**src/rtl/drum_pkg.sv**
```systemverilog
// Shared definitions for the DRUM approximate arithmetic blocks: default
// operand geometry, derived widths and the sequential divider state encoding.
package drum_pkg;

  localparam int K_DEF    = 6;
  localparam int N_DEF    = 8;
  localparam int M_DEF    = 8;
  localparam int NW_DEF   = $clog2(N_DEF);
  localparam int MW_DEF   = $clog2(M_DEF);
  localparam int K2_DEF   = 2 * K_DEF;
  localparam int MAGW_DEF = 2 * K_DEF + N_DEF;

  typedef enum logic [2:0] {
    ST_IDLE,
    ST_NORM,
    ST_DIV,
    ST_SHIFT,
    ST_DONE
  } state_t;

endpackage

```
**src/rtl/drum_norm.sv**
```systemverilog
// Leading-one detect and DRUM truncation of an unsigned magnitude: keeps K bits
// from the leading one with the LSB forced to 1, and reports the dropped shift.
module drum_norm #(
  parameter int K = 6,
  parameter int W = 8
) (
  input  logic [W-1:0]         x,
  output logic [K-1:0]         xt,
  output logic [$clog2(W)-1:0] sx
);

  localparam int SW = $clog2(W);

  int lead;

  always_comb begin
    lead = 0;
    for (int i = 0; i < W; i++) begin
      if (x[i]) lead = i;
    end
    xt = x[K-1:0];
    sx = '0;
    if (lead > K - 1) begin
      // Forcing the LSB to 1 centres the truncation error of the dropped bits.
      xt = K'(x >> (lead - K + 1)) | K'(1);
      sx = SW'(lead - K + 1);
    end
  end

endmodule

```
**src/rtl/drum_div_seq.sv**
```systemverilog
// Sequential DRUM approximate divider: truncate both magnitudes, restoring
// division one quotient bit per cycle, then rescale, saturate and re-sign.
module drum_div_seq
  import drum_pkg::*;
#(
  parameter int K = K_DEF,
  parameter int N = N_DEF,
  parameter int M = M_DEF
) (
  input  logic         clk,
  input  logic         rst_n,
  input  logic         in_valid,
  output logic         in_ready,
  input  logic [N-1:0] a,
  input  logic [M-1:0] b,
  output logic         out_valid,
  input  logic         out_ready,
  output logic [N-1:0] q,
  output logic         div_zero
);

  localparam int AW   = $clog2(N);
  localparam int BW   = $clog2(M);
  localparam int K2   = 2 * K;
  localparam int MAGW = 2 * K + N;
  localparam int CW   = $clog2(K2) + 1;
  localparam int EW   = $clog2(N + M + K) + 2;
  localparam logic [MAGW-1:0] MAG_MAX = MAGW'((1 << (N - 1)) - 1);

  function automatic logic [N-1:0] sat_mag(input logic [MAGW-1:0] m);
    if (m > MAG_MAX) return MAG_MAX[N-1:0];
    return m[N-1:0];
  endfunction

  state_t state, state_nxt;

  logic [N-1:0]  a_mag_p0;
  logic [M-1:0]  b_mag_p0;
  logic          sign_p0;
  logic [K-1:0]  at_n, bt_n;
  logic [AW-1:0] sa_n;
  logic [BW-1:0] sb_n;
  logic [K-1:0]  bt_p1;
  logic [AW-1:0] sa_p1;
  logic [BW-1:0] sb_p1;
  logic          dz_p1;
  logic [K2-1:0] qd_p2;
  logic [K:0]    rem_p2;
  logic [CW-1:0] cnt_p2;

  logic [K+1:0]       rem_sh, rem_diff;
  logic               qbit;
  logic [K:0]         rem_nxt;
  logic signed [EW-1:0] e_s;
  logic [MAGW-1:0]    qext, mag;
  logic [N-1:0]       mag_fin, q_nxt;

  drum_norm #(.K(K), .W(N)) u_norm_a (.x(a_mag_p0), .xt(at_n), .sx(sa_n));
  drum_norm #(.K(K), .W(M)) u_norm_b (.x(b_mag_p0), .xt(bt_n), .sx(sb_n));

  always_comb begin
    state_nxt = state;
    in_ready  = 1'b0;
    out_valid = 1'b0;
    case (state)
      ST_IDLE: begin
        in_ready = 1'b1;
        if (in_valid) state_nxt = ST_NORM;
      end
      ST_NORM:  state_nxt = (bt_n == '0) ? ST_SHIFT : ST_DIV;
      ST_DIV:   if (cnt_p2 == CW'(K2 - 1)) state_nxt = ST_SHIFT;
      ST_SHIFT: state_nxt = ST_DONE;
      ST_DONE: begin
        out_valid = 1'b1;
        if (out_ready) state_nxt = ST_IDLE;
      end
      default:  state_nxt = ST_IDLE;
    endcase
  end

  always_ff @(posedge clk or negedge rst_n) begin
    if (!rst_n) begin
      state  <= ST_IDLE;
      cnt_p2 <= '0;
    end else begin
      state <= state_nxt;
      if (state == ST_NORM)     cnt_p2 <= '0;
      else if (state == ST_DIV) cnt_p2 <= cnt_p2 + 1'b1;
    end
  end

  // Restoring step: the borrow out of the trial subtraction decides the bit.
  always_comb begin
    rem_sh   = {rem_p2, qd_p2[K2-1]};
    rem_diff = rem_sh - {2'b00, bt_p1};
    qbit     = ~rem_diff[K+1];
    rem_nxt  = qbit ? rem_diff[K:0] : rem_sh[K:0];
  end

  // Stage p0: accept and fold ones'-complement signs into magnitudes
  // Stage p1: latch truncated operands; Stage p2: iterate the divider
  always_ff @(posedge clk) begin
    if (state == ST_IDLE && in_valid) begin
      a_mag_p0 <= a[N-1] ? ~a : a;
      b_mag_p0 <= b[M-1] ? ~b : b;
      sign_p0  <= a[N-1] ^ b[M-1];
    end
    if (state == ST_NORM) begin
      bt_p1  <= bt_n;
      sa_p1  <= sa_n;
      sb_p1  <= sb_n;
      dz_p1  <= (bt_n == '0);
      qd_p2  <= {at_n, {K{1'b0}}};
      rem_p2 <= '0;
    end else if (state == ST_DIV) begin
      qd_p2  <= {qd_p2[K2-2:0], qbit};
      rem_p2 <= rem_nxt;
    end
  end

  // Output stage: rescale by the truncation shifts minus the K pre-shift
  always_comb begin
    e_s  = EW'(sa_p1) - EW'(sb_p1) - EW'(K);
    qext = MAGW'(qd_p2);
    if (e_s[EW-1]) mag = qext >> (-e_s);
    else           mag = qext << e_s;
    mag_fin = dz_p1 ? MAG_MAX[N-1:0] : sat_mag(mag);
    q_nxt   = sign_p0 ? ~mag_fin : mag_fin;
  end

  always_ff @(posedge clk or negedge rst_n) begin
    if (!rst_n) begin
      q        <= '0;
      div_zero <= 1'b0;
    end else if (state == ST_SHIFT) begin
      q        <= q_nxt;
      div_zero <= dz_p1;
    end
  end

endmodule
```
**config.mk**
```make
export PLATFORM = sky130hd
export DESIGN_NAME = drum_div_seq
export DESIGN_NICKNAME = d
export VERILOG_FILES = /design/src/rtl/drum_pkg.sv /design/src/rtl/drum_norm.sv /design/src/rtl/drum_div_seq.sv
export SDC_FILE = /design/constraint.sdc
export NUM_CORES = 1
export LEC_CHECK = 0
export CORE_ASPECT_RATIO = 1.5
export CORE_MARGIN = 3
export CORE_UTILIZATION = 61
export CTS_CLUSTER_SIZE = 10
export DETAILED_ROUTE_END_ITERATION = 10
export GPL_TIMING_DRIVEN = 0
export PLACE_DENSITY = 0.92
export SLEW_MARGIN = 30
export SYNTH_ARGS = -nofsm -noshare
export SYNTH_HDL_FRONTEND = slang
export SYNTH_SLANG_ARGS = --single-unit
export TNS_END_PERCENT = 1
```
**constraint.sdc**
```tcl
create_clock -name clk -period 10.5 [get_ports clk]
set_input_delay 2.1 -clock clk [delete_from_list [all_inputs] [get_ports clk]]
set_output_delay 2.1 -clock clk [all_outputs]
set_load 0.1 [all_outputs]
```
[After elaboration in Yosys (flattened, before gate mapping)]
Index checks and enable logic that the tools add are counted.
Operators by class
  $add $sub $neg: 9
  multiply operators: 0
  div/mod/pow operators: 0
  magnitude comparators: 3
  equal/unequal tests: 8
  shift-type cells: 4
  multiplexer cells: 36
  bitwise logic cells: 5
  reduce and logical (&&, ||, !) cells: 5
Operators by type and width (count)
  $mux W32: 12
  $add A32 B2 Y32 const B: 2
  $gt A32 B4 Y1 const B: 2
  $shr A8 B32 Y6: 2
  $sub A32 B4 Y32 const B: 2
  $mux W8: 4
  $mux W12: 2
  $not A8 Y8: 3
  $mux W7: 3
  $gt A20 B7 Y1 const B: 1
  $mux W20: 1
  $shl A12 B7 Y20: 1
  $shr A12 B7 Y20: 1
  $pmux W3 S5: 1
  $mux W6: 2
  $mux W5: 2
  $mux W3: 3
  $sub A8 B6 Y8: 1
  $neg A5 Y7: 1
  $eq A3 B2 Y1 const B: 2
  $logic_not A6 Y1: 1
  $mux W1: 6
  $ne A2 B2 Y1 const B: 3
  $add A5 B1 Y5 const B: 1
  other kinds (11): 11
Word-level totals
  bits in registers: 66
  bits in latches: 0
  bits in writable memories: 0
  bits in read-only memories: 0
  bits of input ports: 20
  output and inout bits: 11
  word-level logic and storage cells: 86
  memories: 0

[Depth between registers and ports, before layout]
Gate-level depths: netlist of run 1.
  depth in word-level cells: 14
  depth in mapped cells: 17

[Hierarchy]
A second synthesis of run 1 with hierarchy kept.
Unflattened totals
  cell total of the unflattened synthesis: 500
  area, all modules: 4818.4 um2
Modules (own cells, without submodules)
  drum_div_seq: times used 1, cells each 372, area an instance 3925.0 um2, sequential area each 1766.7 um2
  drum_norm: times used 2, cells each 64, area an instance 446.7 um2, sequential area each 0.0 um2

[Least setup slack after synthesis of run 1]
OpenSTA, ideal clock, no wires.
  kind: register to output
  from: register state[1]
  to: output port in_ready
  data arrival time: 2.609 ns
  slack: 5.791 ns
  cell stages (with the launch flop): 3
  buffers on the path: 1
  cell sequence: dfrtp_1 > clkbuf_1 > nor3_1
On the way
  cells in the longest elaborated chain, start to end: 2
Ends and longest elaborated chain
  from (decl): line drum_div_seq.sv:35  | state_t state, state_nxt;
  from (signal assigned): line drum_div_seq.sv:86  | state <= state_nxt;
  $logic_not A3 Y1: line drum_div_seq.sv:65  | case (state)
  $mux W1: line drum_div_seq.sv:65
  to (decl): line drum_div_seq.sv:13  | output logic in_ready,
Every way passes these cells.

[Worst setup path after layout of run 1]
  from: register sa_p1[0]
  to: register q[4]
On the way
  cells in the longest elaborated chain, start to end: 11
  elaborated cells on any way between the ends: 12
  those cells by class: 3 x add/sub; 1 x order compare; 2 x shift; 5 x mux; 1 x bitwise
Ends and longest elaborated chain
  from (decl): line drum_div_seq.sv:44  | logic [AW-1:0] sa_p1;
  from (signal assigned): line drum_div_seq.sv:110  | sa_p1 <= sa_n;
  $sub A3 B3 Y4 *: line drum_div_seq.sv:123  | e_s = EW'(sa_p1) - EW'(sb_p1) - EW'(K);
  $sub A4 B4 Y5 *: line drum_div_seq.sv:123
  $neg A5 Y7: line drum_div_seq.sv:125  | if (e_s[EW-1]) mag = qext >> (-e_s);
  $shr A12 B7 Y20: line drum_div_seq.sv:125
  $mux W20 *: line drum_div_seq.sv:125
  $gt A20 B7 Y1: line drum_div_seq.sv:31  | if (m > MAG_MAX) return MAG_MAX[N-1:0];
  $mux W1: line drum_div_seq.sv:31
  $mux W8 *: line drum_div_seq.sv:32  | return m[N-1:0];
  $mux W8 *: line drum_div_seq.sv:127  | mag_fin = dz_p1 ? MAG_MAX[N-1:0] : sat_mag(mag);
  $not A8 Y8: line drum_div_seq.sv:128  | q_nxt = sign_p0 ? ~mag_fin : mag_fin;
  $mux W8 *: line drum_div_seq.sv:128
  to (signal assigned): line drum_div_seq.sv:136  | q <= q_nxt;
  to (decl): line drum_div_seq.sv:18  | output logic [N-1:0] q,
Mark *: on every way between the ends. The rest lies on a longest branch, timed or not.
A chain may end at the register's enable or synchronous reset.

==> results by group, run 1 <==
Global route
  • Routing usage on met2: between 40% and 50%
  • Number of global-route vias before repair: approximately 4,200
  • Largest net degree at the start of global routing: 19
  • Antenna violations before repair: 0
  • Total grt overflow: 0
  • GRT Resource Usage Total: ~27%
  • First-pass GRT wire length: 19,100 um
  • Met3 usage: under 10%
  • M1 GR Usage: between 20 and 30%
  • GR peak layer: met2

Clock tree
  • Cts repair resizes: 0
  • Clock sinks: 66
  • CTS tree: done
  • Worst-path clk slew: 70 ps
  • Post-CTS Hold Fix Bufs: 0
  • Clock buffer count from CTS: 9
  • Max H-tree Level: 3
  • Clock root cell: clkbuf_8
  • Worst skew pair latency: 350 ps
  • Post-CTS Setup Bufs: 0
  • Clock Path Buffers: 2

Synth
  • Post-synth EDFFs: 36
  • Syn avg cell area: approximately 9.3 um^2
  • Seq/Total Area, Yosys: between 30% and 40%
  • Yosys warning count: 0
  • Register bit count reported by yosys: between 60 and 70
  • Syn Std Cell Area: roughly 0.0047 mm^2
  • Async set-reset flop share out of synthesis: about 26%
  • Post-synthesis cell count: between 500 and 600
  • Post-synth cell types: 82
  • Primary FF master, synth: edfxtp_1

Finish
  • Layout net count: a little under 600
  • Area of the multi-input gates: roughly 0.0028 mm^2
  • Register area: about 0.0018 mm^2
  • Ratio of cells with drive above 1 in the final layout: 8.66%
  • Diodes inserted: 0
  • Fillers: approximately 570
  • Final Core Density: 72.3%
  • Syn-to-layout area delta: 12.7%

Detailed routing
  • Iteration count of the initial detailed-routing pass: 7
  • Antenna Nets Post-Route: 0
  • WL per Instance: between 15 and 20 um
  • Avg Vias per Cell: about 6.4
  • Drt total wl: about 11,000 um
  • DR iter-0 viols: ~430
  • Vias: 4,181
  • DRC: 0

Place
  • Hpwl dp: approximately 8600 um
  • Pre-CTS WS: slightly above 6000 ps
  • Gpl congestion: a little under 1
  • PortBufs: 28

Floorplanning
  • Core Footprint: about 0.0074 mm^2
  • DIE WIDTH: about 80 um
  • Number of core rows: 38
  • Die footprint: slightly below 0.009 mm^2
  • Initial core utilization: between 60 and 70%
  • Io pins: 31
  • Die Ht: 114 um

Job
  • Max-Cap Viols: 0

Hold path
  • Hold/Removal Path Class: reg -> reg

STA
  • Worst slew pin tran: 969 ps
  • Tcrit/Tclk final: between 40 and 50%
  • Final min period: 4450 ps
  • Slew margin rel.: 35.2%
  • Final Max Slew Viols: 0
  • Final setup viols: 0
  • Final setup margin: roughly 6000 ps
  • Fmax: ~220 MHz
  • RSZ-0062 raised after global routing: no
  • Final hold vios: 0
  • Total negative slack: 0 ps
  • Setup Skew: between 4 and 5 ps

Worst setup path
  • Crit Path Max Fanout: 8
  • CP Launch Type: flop
  • WP data arrival: 4700 ps
  • CP Capture Type: flop
  • Crit Path Class: reg -> reg
  • WP data required: between 10,000 and 15,000 ps

Run status
  • Status: finished, final reports clean
[cell type report]
cell class / instances / share of cell area [%]
Buffer: 21 / 1.62
Clock buffer: 13 / 3.19
Clock inverter: 3 / 0.376
Inverter: 33 / 2.33
Multi-Input combinational cell: 390 / 51.7
Sequential cell: 66 / 33.2
Tap cell: 100 / 2.35
Timing Repair Buffer: 28 / 5.26
[synthesized netlist by cell type, drive strengths merged, types with 3 or more instances]
library cell | number | area, um^2
nand3 | 14 | 70.1
a211oi | 5 | 37.5
xor2 | 19 | 166
nand2b | 10 | 65.1
mux2 | 10 | 113
mux2i | 19 | 190
nand4 | 4 | 31.3
a21oi | 16 | 80.1
a31oi | 6 | 37.5
a21o | 8 | 60.1
o32ai | 4 | 35.0
nand2 | 52 | 195
inv | 32 | 120
o211ai | 6 | 45.0
xnor2 | 6 | 52.6
edfxtp | 36 | 1080
ha | 19 | 238
nor2 | 31 | 116
nor2b | 13 | 81.3
o21ai | 42 | 214
a22oi | 8 | 60.1
or3 | 4 | 26.3
dfxtp | 13 | 260
a22o | 15 | 131
o21bai | 3 | 22.5
clkbuf | 13 | 48.8
a221oi | 3 | 26.3
and2 | 8 | 51.3
or4 | 3 | 22.5
nand3b | 3 | 22.5
o22ai | 4 | 25.0
dfrtp | 17 | 425
buf | 8 | 37.5
nor4 | 5 | 43.8
nor3 | 8 | 45.0
[cells by family (layout without fill, tap and decap cells)]
family	count (synthesis)	count (layout)	share of synthesized area (%)
adders and majority gates	21	21	5.87
xor gates and xnor gates	26	26	5.11
DFF	66	66	37.4
and+or+nand+nor	166	166	18.3
buffers and inverters	54	98	4.45
AOI/OAI and AO/OA	144	144	21.5
other	1	2	0.0793
muxes	31	31	7.36
[path summary, 6_finish.rpt]
kind	end	startpoint	slack, ps	cells after the start
min in group asynchronous	q[1]$_DFFE_PN0P_	rst_n	2170	1
hold / removal	q[4]$_DFFE_PN0P_	q[4]$_DFFE_PN0P_	470	2
setup reg to reg	q[4]$_DFFE_PN0P_	sa_p1[0]$_SDFFCE_PN0P_	6050	16
setup / recovery	q[4]$_DFFE_PN0P_	sa_p1[0]$_SDFFCE_PN0P_	6050	16
hold reg to reg	q[4]$_DFFE_PN0P_	q[4]$_DFFE_PN0P_	470	2
max in group asynchronous	cnt_p2[0]$_DFFE_PN0P_	rst_n	7860	1
[stage by stage]
stage,cell area (um^2),std cells,hold WS [ps]
after floorplan,4730,510,450
after global placement,5140,638,451
after detailed placement,5140,638,454
after CTS,5330,654,471
after global routing,5330,654,509
final,5330,654,467
[flip-flops by register name, indices dropped and copies added (netlist names)]
signal    cells
dz_p1         1
sb_p1         3
sign_p0       1
bt_p1         6
rem_p2        7
cnt_p2        5
a_mag_p0      8
state         3
q             8
div_zero      1
qd_p2        12
b_mag_p0      8
sa_p1         3
[placed cells by master, fill, tap and decap left out, types with 3 or more instances in the layout]
cell	netlist	routed
a211oi_1	5	5
a21o_1	8	8
a21oi_1	16	16
a221oi_1	3	3
a22o_1	15	15
a22oi_1	8	8
a31oi_1	6	6
and2_1	7	7
buf_2	6	6
clkbuf_1	13	15
clkbuf_8	0	10
clkdlybuf4s50_1	0	28
dfrtp_1	17	17
dfxtp_1	13	13
edfxtp_1	36	36
ha_1	19	19
inv_1	32	32
mux2_2	10	10
mux2i_1	19	19
nand2_1	52	52
nand2b_1	9	9
nand3_1	14	14
nand3b_1	3	3
nand4_1	3	3
nor2_1	31	31
nor2b_1	13	13
nor3_1	7	7
nor4_1	3	3
o211ai_1	6	6
o21ai_0	39	39
o21bai_1	3	3
o22ai_1	4	4
o32ai_1	4	4
or3_1	3	3
or4_1	3	3
xnor2_1	6	6
xor2_1	19	19
[metal layers]
metal,part of all wire [%],vias to the layer above,wire (um)
met4,5.0,0,563
met2,52,198,5880
li1,-,1964,-
met5,0,-,0
met3,5.7,51,650
met1,37,1968,4220
[critical path, cell delays in order (launching register included)]
cell and delay (ps):
edfxtp_1 360, inv_1 60, ha_1 180, inv_1 70, fa_1 370, xnor2_1 510, inv_1 230, ha_1 330
buf_2 200, mux2_2 400, a221oi_1 390, nand3_1 150, o211ai_1 260, o21ai_2 170, nor4b_2 350, mux2i_1 250
nand2_1 70
Power of run 1 is not shown: default switching activity piles up to over one toggle a cycle in this logic, so the estimate is an artifact.
==> run 2, diff against run 1 <==
--- a/config.mk
+++ b/config.mk
@@ -7,11 +7,11 @@
 export LEC_CHECK = 0
 export CORE_ASPECT_RATIO = 1.5
 export CORE_MARGIN = 3
-export CORE_UTILIZATION = 61
+export CORE_UTILIZATION = 54
 export CTS_CLUSTER_SIZE = 10
 export DETAILED_ROUTE_END_ITERATION = 10
 export GPL_TIMING_DRIVEN = 0
-export PLACE_DENSITY = 0.92
+export PLACE_DENSITY = 0.87
 export SLEW_MARGIN = 30
 export SYNTH_ARGS = -nofsm -noshare
 export SYNTH_HDL_FRONTEND = slang
==> constraint.sdc (replaced) <==
create_clock -name clk -period 4.05 [get_ports clk]
set_input_delay 0.81 -clock clk [delete_from_list [all_inputs] [get_ports clk]]
set_output_delay 0.81 -clock clk [all_outputs]
set_load 0.1 [all_outputs]
==> run 2 against run 1 <==
Clock-buffer cell count fell by 2. Cell count grew 1.2%. Sequential share of layout area decreased by 1.2 points. Register-to-register slack worse by 5800 ps.
==> results by group, run 2 (synthesized netlist as in run 1, its figures left out) <==
Run status
  • Status: finished, final reports clean

Clock tree
  • Clock root cell: clkbuf_16
  • Post-CTS Hold Fix Bufs: 0
  • Clock Path Buffers: 2
  • Worst skew pair latency: about 340 ps
  • Clock buffer count from CTS: 9
  • Worst-path clk slew: 60 ps
  • CTS tree: done
  • Max H-tree Level: 3
  • Clock sinks: 66

STA
  • Final min period: roughly 3800 ps
  • RSZ-0062 raised after global routing: yes
  • Tcrit/Tclk final: 94.6%
  • Hold WS: 466 ps
  • Slew margin rel.: about a third
  • Total negative slack: 0 ps
  • Final Max Slew Viols: 0
  • Final hold vios: 0
  • Final setup viols: 0
  • Worst slew pin tran: ~970 ps
  • Fmax: approximately 260 MHz
  • Setup Skew: ~8.2 ps

Floorplanning
  • DIE WIDTH: 82.4 um
  • Io pins: 31
  • Die footprint: 0.00994 mm^2
  • Core Footprint: 0.00846 mm^2
  • Die Ht: ~120 um
  • Initial core utilization: a little under three fifths
  • Number of core rows: 41

Global route
  • Largest net degree at the start of global routing: 19
  • Total grt overflow: 0
  • GRT Resource Usage Total: about a quarter
  • Antenna violations before repair: 0
  • First-pass GRT wire length: around 18,000 um
  • Number of global-route vias before repair: just under 4,000

Worst setup path
  • Worst Path Buf+Inv: 4
  • WP data arrival: approximately 4100 ps
  • R2R Setup Slk: between 200 and 250 ps
  • Critical register-to-register path startpoint: sa_p1[0]$_SDFFCE_PN0P_
  • Crit Path Max Fanout: 8
  • CP Capture Type: flop
  • CP Launch Type: flop
  • Reg2Reg Capture Point: q[6]$_DFFE_PN0P_
  • Crit path max-delay family: simple AND/OR/NAND/NOR gates
  • Largest stage delay, worst path: roughly 600 ps
  • Register-to-Register Path Depth: 14
  • Crit Path Class: reg -> reg
  • WP data required: roughly 4300 ps
  • Most used cell, CP: inv_1
  • Slowest CP cell: or4b_1
  • CP Cell Sequence: inv_1 > ha_1 > inv_1 > fa_1 > xnor2_4 > inv_1 > ha_1 > buf_2 > or4_1 > or2_0 > a31oi_1 > nand4_2 > or4b_1 > nand3_1

Finish
  • Syn-to-layout area delta: 17.0%
  • Area of the multi-input gates: 0.00279 mm^2
  • Register area: 0.00177 mm^2
  • Commonest non-fill, non-tap cell in the layout: nand2_1
  • Layout net count: about 590
  • Fillers: 668
  • Flip-flop count of the largest register after layout: 12
  • Ratio of cells with drive above 1 in the final layout: under 10%
  • Biggest register: qd_p2
  • Final Core Density: between 60% and 70%
  • Diodes inserted: 0
  • Most frequent cells in the layout: nand2_1, o21ai_0, edfxtp_1
  • Final non-filler cell area: roughly 0.0055 mm^2

Detailed routing
  • Antenna Nets Post-Route: 0
  • DRC: 0
  • DR iter-0 viols: between 400 and 500
  • WL per Instance: about 17 um
  • Avg Vias per Cell: 6.31
  • Vias: around 4,200
  • Drt total wl: around 11,000 um
  • Iteration count of the initial detailed-routing pass: 8

Job
  • Max-Cap Viols: 0

Place
  • Gpl congestion: roughly 1
  • PortBufs: 28
  • Hpwl dp: between 8000 and 9000 um
  • Area after DPL: between 0.005 and 0.006 mm^2

Hold path
  • Min-Delay Endpoint: q[4]$_DFFE_PN0P_
  • Hold_sp: q[4]$_DFFE_PN0P_
  • Hold/Removal Path Class: reg -> reg
  • Worst hold stages: 2
==> run 2: worst max-delay path by stage <==
stage,start,endpoint,slack (ps),depth (start not counted)
CTS,sa_p1[0]$_SDFFCE_PN0P_,q[4]$_DFFE_PN0P_,20,15
detailed placement,sa_p1[0]$_SDFFCE_PN0P_,q[4]$_DFFE_PN0P_,-180,15
floorplan,sa_p1[0]$_SDFFCE_PN0P_,q[4]$_DFFE_PN0P_,270,15
global route,sa_p1[0]$_SDFFCE_PN0P_,q[4]$_DFFE_PN0P_,-6,15
finish,sa_p1[0]$_SDFFCE_PN0P_,q[6]$_DFFE_PN0P_,220,14
global placement,sa_p1[0]$_SDFFCE_PN0P_,q[4]$_DFFE_PN0P_,-70,15
==> run 2: final cells by class <==
class,instances,area share (%)
clock inverters,5,1.18
multi-input cells,390,50.5
clock buffers,11,4.98
repair buffers,29,5.20
flip-flops and latches,66,31.9
inverters,33,2.24
plain buffers,21,1.56
well taps,107,2.42
==> run 2: metrics by stage <==
stage,instances,setup WS (ps)
2_1_floorplan,510,269
3_3_place_gp,645,-72.7
3_5_place_dp,645,-183
4_1_cts,661,20.9
5_1_grt,662,-5.81
6_report,662,219
==> run 2: layer usage <==
metal	up-vias	GRT usage, %	wire length (um)
met5	-	0	0
met1	1957	26.5	4170
met2	204	41.4	6020
met3	42	4.77	619
li1	1977	-	-
met4	0	13.2	484
==> run 2: tightest hold or removal path, cell delays in order, from the launching register on <==
cell	delay, ps
dfrtp_1	340
nand2_1	50
nand2_1	50
==> run 2: what timing repair did <==
action | in CTS | in global routing
endpoints found under the setup margin | 7 | 7
buffers inserted | 0 | 1
resized for setup | 2 | 2
pin swaps | 0 | 3
gates cloned | 0 | 0
Power of run 2 is left out for the same reason.
